### src/rtl/arbitro_escritura_rf.sv
// Round-robin arbiter for the single write port of the register file.
// Two valid/ready requesters; WE/DE/DATO are registered (1-cycle latency).
module arbitro_escritura_rf #(
  parameter int ANCHO_DATO = 32,
  parameter int ANCHO_DIR  = 5,
  parameter bit PROTEGE_R0 = 1'b1,
  parameter int ANCHO_CONT = 16
) (
  input  logic                  CLK,
  input  logic                  RST,
  input  logic                  VALID0,
  input  logic [ANCHO_DIR-1:0]  DE0,
  input  logic [ANCHO_DATO-1:0] DATO0,
  output logic                  READY0,
  input  logic                  VALID1,
  input  logic [ANCHO_DIR-1:0]  DE1,
  input  logic [ANCHO_DATO-1:0] DATO1,
  output logic                  READY1,
  output logic                  WE,
  output logic [ANCHO_DIR-1:0]  DE,
  output logic [ANCHO_DATO-1:0] DATO,
  output logic                  ULTIMO,
  output logic [ANCHO_CONT-1:0] CONFLICTOS
);

  logic                  prio_q, prio_d;
  logic                  we_q, we_d;
  logic [ANCHO_DIR-1:0]  de_q, de_d;
  logic [ANCHO_DATO-1:0] dato_q, dato_d;
  logic                  ultimo_q, ultimo_d;
  logic [ANCHO_CONT-1:0] conf_q, conf_d;

  logic grant0, grant1;
  logic [ANCHO_DIR-1:0]  de_sel;
  logic [ANCHO_DATO-1:0] dato_sel;

  // Ties go to the requester named by prio_q; grants are masked during reset.
  assign grant0 = !RST && VALID0 && (!VALID1 || !prio_q);
  assign grant1 = !RST && VALID1 && (!VALID0 ||  prio_q);
  assign READY0 = grant0;
  assign READY1 = grant1;

  assign de_sel   = grant1 ? DE1   : DE0;
  assign dato_sel = grant1 ? DATO1 : DATO0;

  always_comb begin
    prio_d   = prio_q;
    we_d     = 1'b0;
    de_d     = de_q;
    dato_d   = dato_q;
    ultimo_d = ultimo_q;
    conf_d   = conf_q;
    if (grant0 || grant1) begin
      // Writes to r0 still complete the handshake but never reach the file.
      we_d     = !(PROTEGE_R0 && (de_sel == '0));
      de_d     = de_sel;
      dato_d   = dato_sel;
      ultimo_d = grant1;
      prio_d   = !grant1;
    end
    if (VALID0 && VALID1 && (conf_q != {ANCHO_CONT{1'b1}}))
      conf_d = conf_q + 1'b1;
  end

  always_ff @(posedge CLK) begin
    if (RST) begin
      prio_q   <= 1'b0;
      we_q     <= 1'b0;
      de_q     <= '0;
      dato_q   <= '0;
      ultimo_q <= 1'b0;
      conf_q   <= '0;
    end else begin
      prio_q   <= prio_d;
      we_q     <= we_d;
      de_q     <= de_d;
      dato_q   <= dato_d;
      ultimo_q <= ultimo_d;
      conf_q   <= conf_d;
    end
  end

  assign WE         = we_q;
  assign DE         = de_q;
  assign DATO       = dato_q;
  assign ULTIMO     = ultimo_q;
  assign CONFLICTOS = conf_q;

endmodule

### config.mk
export PLATFORM = sky130hd
export DESIGN_NAME = arbitro_escritura_rf
export DESIGN_NICKNAME = d
export VERILOG_FILES = /design/src/rtl/arbitro_escritura_rf.sv
export SDC_FILE = /design/constraint.sdc
export NUM_CORES = 1
export LEC_CHECK = 0
export ABC_AREA = 1
export CORE_MARGIN = 8
export CORE_UTILIZATION = 35
export DETAILED_ROUTE_END_ITERATION = 12
export GPL_TIMING_DRIVEN = 0
export HOLD_SLACK_MARGIN = 0.03
export PLACE_DENSITY = 0.71
export SLEW_MARGIN = 10
export SYNTH_ARGS = -nofsm -noshare
export SYNTH_HDL_FRONTEND = slang
export SYNTH_SLANG_ARGS = --single-unit
export TNS_END_PERCENT = 5
### constraint.sdc
create_clock -name CLK -period 3.3 [get_ports CLK]
set_clock_uncertainty 0.15 [all_clocks]
set_input_delay 0.495 -clock CLK [delete_from_list [all_inputs] [get_ports CLK]]
set_output_delay 0.495 -clock CLK [all_outputs]
set_load 0.01 [all_outputs]
==> run summary <==
Critical Path Sink Type: output pin
Critical path class: input port to output pin
Max-cap viol count: 0
Routability cong.: 0.8401
R2R setup slack: 1.60 ns
Post-DRT Antenna Nets: 0
Post-Synth Adder-Cell Area: 0.004545
Layout cell share with drive strength beyond 1: 0.09647
Row count: 32
RSZ-0062 raised after global routing: no
Wirelength per Cell: 14.11 um
# hold bufs at CTS: 0
Crit path from: VALID0
Number of global-route vias before repair: 3,109
Multi-input logic area: 1401 um^2
CP max stage cell: clkdlybuf4s50_1
Storage element area: 1121 um^2
Worst skew pair latency: 0.30 ns
CTS Buffer Depth: 2
Post-Syn Nets: 477
Crit Reg-Reg Endpoint: CONFLICTOS[8]
Core area: 7687 um^2
Total wire length: 9047 um
Mean post-synth cell area: 6.916 um^2
M1 GR Usage: 0.1668
Fillers: 752
DR pass1 iterations: 4
Initial Util: 0.3581
Pre-CTS WS: 0.3931 ns
Synth Area in Compound Gates: 0.1282
Most frequent cells in the layout: 133 x nand2_1, 133 x clkdlybuf4s50_1, 58 x nor2_1
# port buffers: 133
Die area: 10,960 um^2
Crit-path max cell delay: 0.55 ns
Design Power: 1.497 mW
Worst r2r src: CONFLICTOS[0]
Worst Hold End: DATO[11]
FMAX: 0.3458 GHz
Area Growth Syn to Fin: 56.41%
Largest net degree at the start of global routing: 17
Slew HR: 0.6912
Met3 usage: 0.08968
Number of library cell types mapped by synthesis: 28
Least-Margin Pin Slew: 0.4633 ns
Post-route cell area: 4305 um^2
PD cells: 347.6 nW/um^2
Post-DP HPWL: 7311 um
Num ports: 135
Initial antenna violation count: 0
TritonCTS Buffers: 5
Worst hold margin: 0.3473 ns
Post-Synth Simple-Gate Area: 0.3636
Total track usage: 0.1621
Reg2reg path depth: 11
N_diodes: 0
Max FO, Critical Path: 10
Leak pwr: 1.818 nW
Synth Area in XOR/XNOR: 0.01273
Die Wd: 104.7 um
Post-cts sizing count: 0
Hold Path Class: register to register
Grt ovf: 0
CP arrival: 2.25 ns
CTS Root Cell: clkbuf_8
Final Hold Viols: 0
VDD IR-drop max: 0.0001696 V
Worst Hold Path Cells: 2
Setup tns final: 0 ns
H-Tree Level Count: 2
First-pass GRT wire length: 14,790 um
Final nets: 617
Crit path cell chain: clkdlybuf4s50_1 -> inv_2 -> nor2_8 -> nand2_4 -> inv_2 -> buf_6 -> clkdlybuf4s50_1
Hold_sp: DATO[11]
Synth Register Bits: 56
Sequential area share after synthesis: 0.4073
Mapped cell area: 2753 um^2
Status: complete, no violations
Setup Fix Bufs, Post-CTS: 0
CP Data Required Time: 2.65 ns
DRC: 0
Detailed Route Iter0 Violations: 99
Via/cell ratio: 4.607
Final setup fails: 0
CTS tree: yes
Clk sink count: 56
CTS clk-pin slew, worst paths: 0.10 ns
Die height: 104.7 um
CP startpoint kind: input port
Final period util: 0.8764
Met2 Track Usage GR: 0.2796
Mapped Cells: 398
DP Area: 4212 um^2
GR peak layer: met2
Mux contribution to synthesized area: 0
Final setup margin: 0.4079 ns
Fin. max-slew vios: 0
Via count: 2,953
Combinational family with the most area after synthesis: simple AND/OR/NAND/NOR gates
Ys Warns: 0
Min Tclk post-route: 2.892 ns
## logic make-up after synthesis
group | count (synthesis)
fa+ha+maj | 1
buf+inv | 39
simple gates | 234
compound gates | 64
xor+xnor | 4
flops | 56
## worst max-delay path by stage
stage	endpoint	slack, ns	depth (start not counted)
after global routing	READY0	0.32	7
after floorplan	READY0	1.51	7
after CTS	READY0	0.38	7
after detailed placement	READY0	0.39	7
final	READY0	0.41	7
after global placement	READY0	0.40	7
## flip-flops by register name (all words and copies together), names as in the netlist
name / count
prio_q: 1
CONFLICTOS: 16
DATO: 32
ULTIMO: 1
DE: 5
WE: 1
## Yosys cell counts (all sizes together)
master    n  area share
a211oi    1      0.0027
a21oi    46       0.089
buf      14       0.049
clkbuf    3      0.0041
dfxtp    56        0.41
ha        1      0.0045
inv      22       0.031
nand2   143        0.21
nand3    22       0.042
nand4     1      0.0023
nor2     67        0.11
nor3      1      0.0018
o211a     3       0.011
o21ai    14       0.025
xnor2     1      0.0032
xor2      3      0.0095
## worst max-delay path, delay by kind of cell
kind	cells	cell delay, ns
buf+inv	5	1.47
simple gates	2	0.27
## area by class of cell
type | count | share of cell area
flip-flops and latches | 56 | 0.2604
multi-input cells | 303 | 0.3255
clock buffers | 7 | 0.02005
plain buffers | 17 | 0.03371
repair buffers | 133 | 0.3092
well taps | 102 | 0.02964
inverters | 22 | 0.01976
clock inverters | 1 | 0.001744
## power by group
part | switching [mW] | internal [mW] | leakage [nW]
combinational | 0.159 | 0.204 | 1.31
sequential | 0.0227 | 0.715 | 0.459
clock | 0.224 | 0.171 | 0.0445
total | 0.406 | 1.09 | 1.82
## metrics by stage
step                utilization  instances
floorplan                     -        398
global placement         0.5479        633
detailed placement       0.5479        633
CTS                      0.5601        641
global route             0.5601        641
finish                   0.5601        641
## per-layer routing
metal | wire length, um | up-vias
met4 | 56 | 0
li1 | - | 1539
met5 | 0 | -
met1 | 3502 | 1309
met2 | 4414 | 101
met3 | 1073 | 4
Power figures use the tool's default switching activity.
